[src/rtl/pll_reconfig_pkg.sv]
// Shared definitions for the PLL reconfiguration sequencer: register map,
// FSM states, write-entry record and the stored preset tables.
package pll_reconfig_pkg;

    localparam logic [5:0] ADDR_MODE   = 6'd0;
    localparam logic [5:0] ADDR_STATUS = 6'd1;
    localparam logic [5:0] ADDR_START  = 6'd2;
    localparam logic [5:0] ADDR_N      = 6'd3;
    localparam logic [5:0] ADDR_M      = 6'd4;
    localparam logic [5:0] ADDR_C      = 6'd5;
    localparam logic [5:0] ADDR_DPS    = 6'd6;
    localparam logic [5:0] ADDR_MFRAC  = 6'd7;

    localparam int ROM_IDX_W = 3;

    typedef enum logic [2:0] {
        S_IDLE, S_WR_MODE, S_WR_REGS, S_WR_START, S_WAIT_LOCK, S_DONE, S_ERROR
    } state_t;

    typedef struct packed {
        logic [5:0]  addr;
        logic [31:0] data;
    } entry_t;

    localparam logic [7:0]  N_DIV  [8] = '{8'd1, 8'd1, 8'd1, 8'd1, 8'd1, 8'd1, 8'd1, 8'd1};
    localparam logic [7:0]  M_MUL  [8] = '{8'd6, 8'd7, 8'd8, 8'd9, 8'd10, 8'd11, 8'd12, 8'd13};
    localparam logic [31:0] M_FRAC [8] = '{32'h0000_0000, 32'h1000_0000, 32'h2000_0000, 32'h3000_0000,
                                          32'h4000_0000, 32'h5000_0000, 32'h6000_0000, 32'h7000_0000};
    localparam logic [7:0]  C_BASE [8] = '{8'd2, 8'd3, 8'd4, 8'd5, 8'd6, 8'd7, 8'd8, 8'd9};

    function automatic logic [31:0] div_word(input logic [7:0] hi, input logic [7:0] lo);
        return {16'h0000, hi, lo};
    endfunction

    // C-counter words carry the counter select in data[22:18].
    function automatic logic [31:0] cnt_word(input logic [4:0] sel, input logic [7:0] hi,
                                             input logic [7:0] lo);
        return {9'd0, sel, 2'b00, hi, lo};
    endfunction

    // Write order per preset: N, M, M-fraction, then C0..C4.
    function automatic entry_t preset_entry(input logic [ROM_IDX_W-1:0] p,
                                            input logic [ROM_IDX_W-1:0] s);
        logic [7:0] d;
        d = C_BASE[p] + 8'(s - 3'd3);
        case (s)
            3'd0:    return '{addr: ADDR_N,     data: div_word(N_DIV[p], N_DIV[p])};
            3'd1:    return '{addr: ADDR_M,     data: div_word(M_MUL[p], M_MUL[p])};
            3'd2:    return '{addr: ADDR_MFRAC, data: M_FRAC[p]};
            default: return '{addr: ADDR_C,     data: cnt_word(5'(s - 3'd3), d, d)};
        endcase
    endfunction

endpackage

[src/rtl/pll_reconfig_rom.sv]
// Combinational preset lookup: (preset, step) -> {address, data} register write.
module pll_reconfig_rom
    import pll_reconfig_pkg::*;
(
    input  logic [ROM_IDX_W-1:0] preset,
    input  logic [ROM_IDX_W-1:0] step,
    output entry_t               entry
);

    always_comb entry = preset_entry(preset, step);

endmodule

[src/rtl/pll_reconfig_seq.sv]
// Streams a stored preset into the PLL reconfig controller over Avalon-MM,
// starts reconfiguration and waits for a stable re-lock.
module pll_reconfig_seq
    import pll_reconfig_pkg::*;
#(
    parameter int NUM_PRESETS  = 2,
    parameter int ENTRIES      = 8,
    parameter int LOCK_STABLE  = 16,
    parameter int LOCK_TIMEOUT = 1_000_000,
    localparam int PW = (NUM_PRESETS > 1) ? $clog2(NUM_PRESETS) : 1
) (
    input  logic          clk,
    input  logic          rst_n,
    input  logic          req_valid,
    input  logic [PW-1:0] req_preset,
    output logic          req_ready,
    output logic          busy,
    output logic          done,
    output logic          error,
    output logic          lock_lost,
    output logic [5:0]    mgmt_address,
    output logic          mgmt_write,
    output logic [31:0]   mgmt_writedata,
    input  logic          mgmt_waitrequest,
    input  logic          pll_locked
);

    localparam int SW = (ENTRIES > 1) ? $clog2(ENTRIES) : 1;
    localparam int TW = $clog2(LOCK_TIMEOUT + 1);
    localparam int LW = $clog2(LOCK_STABLE + 1);

    state_t        state;
    logic [PW-1:0] preset;
    logic [SW-1:0] step;
    logic [SW-1:0] rom_step;
    logic [TW-1:0] timeout_cnt;
    logic [LW-1:0] stable_cnt;
    logic          locked_meta, locked_sync, locked_prev;
    logic          wr_accept;
    entry_t        rom_entry;

    assign wr_accept = mgmt_write & ~mgmt_waitrequest;

    // Look one entry ahead so the next write is ready on the acceptance edge.
    always_comb rom_step = (state == S_WR_REGS) ? step + 1'b1 : '0;

    pll_reconfig_rom u_rom (
        .preset (ROM_IDX_W'(preset)),
        .step   (ROM_IDX_W'(rom_step)),
        .entry  (rom_entry)
    );

    always_ff @(posedge clk or negedge rst_n) begin
        if (!rst_n) begin
            locked_meta <= 1'b0;
            locked_sync <= 1'b0;
            locked_prev <= 1'b0;
        end else begin
            locked_meta <= pll_locked;
            locked_sync <= locked_meta;
            locked_prev <= locked_sync;
        end
    end

    always_ff @(posedge clk or negedge rst_n) begin
        if (!rst_n) begin
            state          <= S_IDLE;
            preset         <= '0;
            step           <= '0;
            timeout_cnt    <= '0;
            stable_cnt     <= '0;
            req_ready      <= 1'b1;
            busy           <= 1'b0;
            done           <= 1'b0;
            error          <= 1'b0;
            lock_lost      <= 1'b0;
            mgmt_write     <= 1'b0;
            mgmt_address   <= '0;
            mgmt_writedata <= '0;
        end else begin
            done      <= 1'b0;
            error     <= 1'b0;
            lock_lost <= (state == S_IDLE) & locked_prev & ~locked_sync;
            case (state)
                S_IDLE: if (req_valid) begin
                    req_ready <= 1'b0;
                    busy      <= 1'b1;
                    if (32'(req_preset) >= NUM_PRESETS) begin
                        state <= S_ERROR;
                        error <= 1'b1;
                    end else begin
                        preset         <= req_preset;
                        step           <= '0;
                        state          <= S_WR_MODE;
                        mgmt_write     <= 1'b1;
                        mgmt_address   <= ADDR_MODE;
                        mgmt_writedata <= 32'd0;
                    end
                end
                S_WR_MODE: if (wr_accept) begin
                    mgmt_address   <= rom_entry.addr;
                    mgmt_writedata <= rom_entry.data;
                    state          <= S_WR_REGS;
                end
                S_WR_REGS: if (wr_accept) begin
                    if (step == SW'(ENTRIES - 1)) begin
                        mgmt_address   <= ADDR_START;
                        mgmt_writedata <= 32'd1;
                        state          <= S_WR_START;
                    end else begin
                        step           <= step + 1'b1;
                        mgmt_address   <= rom_entry.addr;
                        mgmt_writedata <= rom_entry.data;
                    end
                end
                S_WR_START: if (wr_accept) begin
                    mgmt_write     <= 1'b0;
                    mgmt_address   <= '0;
                    mgmt_writedata <= '0;
                    timeout_cnt    <= '0;
                    stable_cnt     <= '0;
                    state          <= S_WAIT_LOCK;
                end
                S_WAIT_LOCK: begin
                    timeout_cnt <= timeout_cnt + 1'b1;
                    stable_cnt  <= locked_sync ? stable_cnt + 1'b1 : '0;
                    // Stability is tested first so it wins a same-cycle tie with timeout.
                    if (locked_sync && stable_cnt == LW'(LOCK_STABLE - 1)) begin
                        state <= S_DONE;
                        done  <= 1'b1;
                    end else if (timeout_cnt == TW'(LOCK_TIMEOUT - 1)) begin
                        state <= S_ERROR;
                        error <= 1'b1;
                    end
                end
                S_DONE, S_ERROR: begin
                    state     <= S_IDLE;
                    req_ready <= 1'b1;
                    busy      <= 1'b0;
                end
                default: state <= S_IDLE;
            endcase
        end
    end

endmodule

[config.mk]
export PLATFORM = sky130hd
export DESIGN_NAME = pll_reconfig_seq
export DESIGN_NICKNAME = d
export VERILOG_FILES = /design/src/rtl/pll_reconfig_pkg.sv /design/src/rtl/pll_reconfig_rom.sv /design/src/rtl/pll_reconfig_seq.sv
export SDC_FILE = /design/constraint.sdc
export NUM_CORES = 1
export LEC_CHECK = 0
export ABC_CLOCK_PERIOD_IN_PS = 6100
export CORE_ASPECT_RATIO = 1.4
export CORE_MARGIN = 3
export CORE_UTILIZATION = 37
export CTS_BUF_LIST = sky130_fd_sc_hd__clkbuf_16
export DETAILED_ROUTE_END_ITERATION = 16
export PLACE_DENSITY = 0.69
export SKIP_CTS_REPAIR_TIMING = 1
export SLEW_MARGIN = 5
export SYNTH_ARGS = -nofsm -noshare
export SYNTH_HDL_FRONTEND = slang
export SYNTH_HIERARCHICAL = 1
export SYNTH_SLANG_ARGS = --single-unit
[constraint.sdc]
create_clock -name clk -period 6.1 [get_ports clk]
set_input_delay 1.83 -clock clk [delete_from_list [all_inputs] [get_ports clk]]
set_output_delay 1.83 -clock clk [all_outputs]
set_load 0.005 [all_outputs]
==> summary.md, run 1 <==
| Metric | Value |
|---|---|
| Minimum hold slack | 0.355 ns |
| Synth unique cells | 56 |
| Status | complete, no violations |
| CP peak stage delay | around 0.62 ns |
| CP max FO | 38 |
| Final WL | 7.74 mm |
| Ys Warns | 6 |
| Synth Instances | 381 |
| Register area share after synthesis | 49.2% |
| Max Fclk | 0.290 GHz |
| Die area | 12200 um2 |
| Initial Utilization | 38.3% |
| Mapped Area | 4020 um2 |
| H-Tree Depth | 3 |
| Via count of the first global-routing pass | ~2800 |
| Worst EP arrival | 3.71 ns |
| Clk root buf | clkbuf_16 |
| Routability Congestion | 0.783 |
| Final net count | 442 |
| CP max-delay cell | or2_2 |
| Fin. Hold Viols | 0 |
| Async SR Flop Fraction | 100% |
| Critical-path cell list | clkdlybuf4s50_1 > and2b_1 > mux2i_1 > or2_2 > a22o_1 |
| RSZ-0062 raised after global routing | false |
| Max IR drop VDD | between 0.2 and 0.25 mV |
| CTS Buf Count | 9 |
| EDFF count, synth | 0 |
| Inst Count DP | approximately 550 |
| Core Region | 10500 um2 |
| CTS max path bufs | 2 |
| Share of layout cells above drive strength 1 | approximately 6.3% |
| Ys flop type | dfrtp_1 |
| Residual DRC | 0 |
| Antenna Cells | 0 |
| Crit Path Category | in -> reg |
| Overall routing resource usage | between 10% and 20% |
| Top Ports | 50 |
| Syn avg cell area | 10.6 um2 |
| Power Total | 2180 uW |
| # rows | 44 |
| Routed vias | 2902 |
| Pleak | 0.00216 uW |
| Commonest cells after routing, fill and taps aside | dfrtp_1, clkdlybuf4s50_1, a22o_1, nand2_1, conb_1 |
| Setup TNS | 0 ns |
| Power Density | between 400 and 500 nW/um2 |
| Via density | 5.15 |
| HPWL after DPL | 5.40 mm |
| Worst Setup End Kind | flip-flop |
| Final ANT Viol Nets | 0 |
| CTS Sinks | 79 |
| PortBufs | 49 |
| Slew Limit Headroom | between 30% and 40% |
| CTS clk-pin slew, worst paths | 0.06 ns |
| Crit path required time | 6.36 ns |
| 1st-pass router iterations | 4 |
| Worst-skew pair later-pin latency | 0.33 ns |
| Final period util | 56.5% |
| Worst-Margin Slew | 0.989 ns |
| Yosys reg bits | 79 |
| Max_cap viols | 0 |
| Synthesis-to-layout area growth | 18.1% |
| Die height | roughly 130 um |
| Commonest non-fill, non-tap cell in the layout | dfrtp_1 |
| CTS tree | yes |
| Clock Skews | ~0.0042 ns |
| Startpoint Class | input port |
| # setup viols final | 0 |
| Chip width | 94.1 um |
| Initial DRC Count | 101 |
| Fin. max-slew vios | 0 |
| Final cell count without fillers | 564 |
| Worst min-delay path class | reg -> reg |
| GRT overflow | 0 |
| Largest net degree at the start of global routing | 80 |
| Clock period minus worst slack | 3.45 ns |
| Routed wire length per instance | about 14 um |
| First-pass GRT wire length | 13.3 mm |
| Initial antenna violation count | 0 |
==> Yosys cell counts, types with 3 or more instances <==
cell type,number,share of area [%]
o21ai_1,9,1.1
nand2_1,36,3.4
a22o_1,40,8.7
mux2i_1,10,2.5
o31ai_1,7,1.3
and3_1,5,0.78
xor2_1,3,0.65
ha_1,14,4.4
buf_6,4,1.1
o21ai_0,14,1.7
nand4_1,5,0.78
xnor2_1,3,0.65
dfrtp_1,78,49
nand2b_1,4,0.62
a21oi_1,9,1.1
buf_4,21,3.9
o22ai_1,5,0.78
a21o_1,6,1.1
nand3_1,11,1.4
clkbuf_1,4,0.37
inv_1,13,1.2
nor3_1,9,1.1
nor2_1,12,1.1
nor4_1,3,0.47
and2_1,5,0.78
nor2b_1,7,1.1
buf_2,6,0.75
and4_1,3,0.65
==> final timing paths <==
kind / start / cells after the start / endpoint / slack, ns
setup reg to reg: state[1] / 9 / mgmt_writedata[12] / 2.77
hold reg to reg: locked_meta / 0 / locked_sync / 0.35
min in group asynchronous: rst_n / 1 / mgmt_writedata[23] / 1.67
setup / recovery: mgmt_waitrequest / 5 / mgmt_writedata[16] / 2.65
max in group asynchronous: rst_n / 1 / timeout_cnt[9] / 3.79
hold / removal: locked_meta / 0 / locked_sync / 0.35
==> power breakdown <==
group	leakage [uW]	total [uW]	switching, uW	internal (uW)
Combinational	0.000979	844	406	439
Clock	0.000135	464	196	268
Sequential	0.00105	874	176	698
Total	0.00216	2180	777	1410
==> layer usage <==
metal  GRT usage (%)  part of all wire [%]  vias up
met5               0                     0        -
met4            7.14                   2.5        0
met3            2.38                   3.5       14
met2            23.1                    51       53
met1            16.8                    43     1419
li1                -                     -     1416
==> critical path: cells and delay by family <==
kind,cells,cell delay (ns)
multiplexers,1,0.23
AO/OA/AOI/OAI,1,0.26
buffers and inverters,1,0.54
AND/OR/NAND/NOR,2,0.85
==> area by class of cell <==
| class | instances | area [um2] |
|---|---|---|
| clock inverters | 7 | 31.3 |
| clock buffers | 9 | 225 |
| inverters | 13 | 48.8 |
| well taps | 138 | 173 |
| flip-flops and latches | 79 | 1980 |
| multi-input cells | 268 | 1800 |
| repair buffers | 50 | 495 |
| fillers | 976 | 5760 |
==> registers in the layout (all words and copies together), names as in the netlist, 3 cells and up <==
signal and flops:
stable_cnt 5, step 3, mgmt_address 6, mgmt_writedata 32, timeout_cnt 20, state 3
==> logic make-up after synthesis <==
group | count (synthesis) | share of synthesized area [%]
simple gates | 119 | 16.4
flops | 79 | 49.2
compound gates | 99 | 17.7
mux | 11 | 2.77
xor+xnor | 6 | 1.31
buf+inv | 50 | 7.59
other cells | 2 | 0.187
fa+ha+maj | 15 | 4.85
==> through the flow <==
step	setup WS (ns)	util, %	area [um2]
after global routing	2.53	45.2	4750
after global placement	1.98	42.8	4500
after floorplan	3.04	-	4080
final	2.65	45.2	4750
after detailed placement	1.85	42.8	4500
after CTS	2.20	45.2	4750
Note: power is estimated with default switching activity, not from simulation.
==> run 2: changes to the inputs <==
--- a/config.mk
+++ b/config.mk
@@ -5,13 +5,13 @@
 export SDC_FILE = /design/constraint.sdc
 export NUM_CORES = 1
 export LEC_CHECK = 0
-export ABC_CLOCK_PERIOD_IN_PS = 6100
+export ABC_CLOCK_PERIOD_IN_PS = 2800
 export CORE_ASPECT_RATIO = 1.4
 export CORE_MARGIN = 3
 export CORE_UTILIZATION = 37
 export CTS_BUF_LIST = sky130_fd_sc_hd__clkbuf_16
 export DETAILED_ROUTE_END_ITERATION = 16
-export PLACE_DENSITY = 0.69
+export PLACE_DENSITY = 0.71
 export SKIP_CTS_REPAIR_TIMING = 1
 export SLEW_MARGIN = 5
 export SYNTH_ARGS = -nofsm -noshare
==> constraint.sdc (replaced) <==
create_clock -name clk -period 2.8 [get_ports clk]
set_input_delay 0.84 -clock clk [delete_from_list [all_inputs] [get_ports clk]]
set_output_delay 0.84 -clock clk [all_outputs]
set_load 0.005 [all_outputs]
==> run 2 against run 1 <==
Utilization increased by 1.5 points. Register-to-register slack lost 2.5 ns. Sequential cell count is the same. Combinational power grew to 2.5 times the previous value. Critical path depth is 5 higher. Hold slack lost 0.0069 ns. Final area is 3.3% higher. Sequential power grew 110%. Worst setup slack worse by 2.4 ns. Count of clock-buffer cells in the layout stayed put. Sequential share of layout area down 1.3 points. Largest power group is now combinational cells.
==> summary.md, run 2 (synthesized netlist as in run 1, its figures left out) <==
| Metric | Value |
|---|---|
| Status | complete, no violations (unchanged) |
| Top Ports | 50 (unchanged) |
| Worst path most repeated cell | inv_1 |
| Fin. Hold Viols | 0 (unchanged) |
| Net load switching power | 1730 uW (was 777 uW) |
| Power Density | 1000 nW/um2 (was 459 nW/um2) |
| # setup viols final | 0 (unchanged) |
| Die area | 12200 um2 (unchanged) |
| Worst-Margin Slew | 0.514 ns (was 0.989 ns) |
| Clock period minus worst slack | roughly 2.6 ns |
| CTS clk-pin slew, worst paths | 0.06 ns (about the same) |
| Fin. max-slew vios | 0 (unchanged) |
| Slew Limit Headroom | 65.7% (was 34.0%) |
| R2R depth | 10 (was 9) |
| Routed wire length per instance | 13.5 um (was 13.7 um) |
| Core Region | 10500 um2 (unchanged) |
| Design area | 4910 um2 (was 4750 um2) |
| 1st-pass router iterations | 4 (unchanged) |
| Crit path required time | 3.07 ns (was 6.36 ns) |
| Crit path buffers/inverters | 2 (was 1) |
| Initial Utilization | 38.3% (unchanged) |
| Overall routing resource usage | 13.9% (was 13.7%) |
| Clock Skews | 0.00670 ns (was 0.00420 ns) |
| Total internal power | 3190 uW (was 1410 uW) |
| CTS Sinks | 79 (unchanged) |
| Clk root buf | clkbuf_16 (unchanged) |
| CTS max path bufs | 2 (unchanged) |
| Via density | 5.14 (was 5.15) |
| Routed vias | 2967 (was 2902) |
| Max IR drop VDD | 0.460 mV (was 0.235 mV) |
| Setup TNS | 0 ns (unchanged) |
| Commonest cells after routing, fill and taps aside | dfrtp_1, clkdlybuf4s50_1, a22o_1, nand2_1 (was dfrtp_1, clkdlybuf4s50_1, a22o_1, nand2_1, conb_1) |
| CTS tree | yes (unchanged) |
| Worst min-delay path class | reg -> reg (unchanged) |
| Final period util | 91.1% |
| Final ANT Viol Nets | 0 (unchanged) |
| Antenna Cells | 0 (unchanged) |
| Final net count | 455 (was 442) |
| Via count of the first global-routing pass | 2957 (was 2780) |
| H-Tree Depth | 3 (unchanged) |
| Chip width | 94.1 um (unchanged) |
| Seq pwr share | 37.1% (was 40.0%) |
| Register with the most flip-flops | mgmt_writedata (unchanged) |
| PortBufs | 49 (unchanged) |
| Final WL | 7.78 mm (was 7.74 mm) |
| Startpoint Class | flip-flop (was input port) |
| Hold path depth | 0 (unchanged) |
| Critical-path cell list | ha_1 > inv_1 > nor3_2 > inv_1 > ha_4 > fa_1 > a21o_1 > or3_1 > a21oi_2 > a22o_1 (was clkdlybuf4s50_1 > and2b_1 > mux2i_1 > or2_2 > a22o_1) |
| Initial DRC Count | 84 (was 101) |
| Clock power share | 20.0% (was 21.3%) |
| Initial antenna violation count | 0 (unchanged) |
| CP Depth | 10 (was 5) |
| Sw frac | 35.2% (was 35.6%) |
| Inst Count DP | 561 (was 548) |
| Die height | 129 um (unchanged) |
| Critical path's top delay family | adder cells (was simple AND/OR/NAND/NOR gates) |
| Worst EP arrival | 2.82 ns (was 3.71 ns) |
| CTS Buf Count | 9 (unchanged) |
| Number of flip-flops in the largest register | 32 (unchanged) |
| Worst Setup End Kind | flip-flop (unchanged) |
| Crit Path Category | reg -> reg (was in -> reg) |
| Max Fclk | about 0.39 GHz |
| Pleak | 0.00226 uW (was 0.00216 uW) |
| Synthesis-to-layout area growth | 22.0% (was 18.1%) |
| First-pass GRT wire length | 13.6 mm (was 13.3 mm) |
| CP max FO | 3 (was 38) |
| Residual DRC | 0 (unchanged) |
| Routability Congestion | 0.821 (was 0.783) |
| Commonest non-fill, non-tap cell in the layout | dfrtp_1 (unchanged) |
| CP max-delay cell | fa_1 (was or2_2) |
| GRT overflow | 0 (unchanged) |
| # rows | 44 (unchanged) |
| Worst-skew pair later-pin latency | 0.33 ns (about the same) |
| Max_cap viols | 0 (unchanged) |
| Final cell count without fillers | 577 (was 564) |
| Top Registers | mgmt_writedata: 32 flops, timeout_cnt: 20 flops, mgmt_address: 6 flops (unchanged) |
| Largest net degree at the start of global routing | 42 (was 80) |
| Combinational Power Share | 42.9% (was 38.7%) |
| CP peak stage delay | 0.44 ns (was 0.62 ns) |
| RSZ-0062 raised after global routing | false (unchanged) |
| Share of layout cells above drive strength 1 | 9.11% (was 6.34%) |
| HPWL after DPL | 5.80 mm (was 5.40 mm) |
| Placed Instance Area | 4650 um2 (was 4500 um2) |
-- run 2: cell types whose count changed in the layout (fill, tap and decap cells not counted), sizes merged --
| cell | change |
|---|---|
| inv | +4 |
| clkinv | -4 |
| buf | +13 |
-- run 2: per-stage QoR --
step                      utilization [%]  power (uW)  hold WS, ns  worst slack (ns)
after floorplan                         -        3230        0.331            0.0464
after global placement               44.3        3890        0.336             0.301
after detailed placement             44.3        3980        0.338             0.247
after CTS                            46.7        4990        0.350             0.223
after global routing                 46.7        5320        0.353            0.0593
final                                46.7        4930        0.348             0.250
-- run 2: final timing paths --
kind | start | end | slack (ns)
setup / recovery | step[1] | mgmt_writedata[12] | 0.25
hold / removal | locked_meta | locked_sync | 0.35
setup reg to reg | step[1] | mgmt_writedata[12] | 0.25
hold reg to reg | locked_meta | locked_sync | 0.35
max in group asynchronous | rst_n | req_ready | 1.67
min in group asynchronous | rst_n | mgmt_writedata[24] | 0.49
-- run 2: cell type report --
type,count,area [um2]
fill,985,5610
clock buffer,9,225
clock inverter,7,27.5
sequential,79,1980
timing repair buffer,63,618
inverter,13,48.8
multi-input combinational,268,1840
tap,138,173
-- run 2: power groups by stage --
stage               logic [uW]  registers, uW  clock network [uW]
floorplan                 1430           1810                   0
global placement          2060           1830                   0
detailed placement        2140           1850                   0
CTS                       2140           1830                1020
global route              2370           1880                1060
finish                    2120           1830                 985
-- run 2: metal layers --
metal / GRT usage, % / vias up / share of wire [%] / routed length [um]
met2: 25.1 / 55 / 53 / 4150
met3: 2.15 / 11 / 3.6 / 281
li1: - / 1447 / - / -
met5: 0 / - / 0 / 0
met1: 16.0 / 1454 / 42 / 3240
met4: 6.12 / 0 / 1.6 / 121
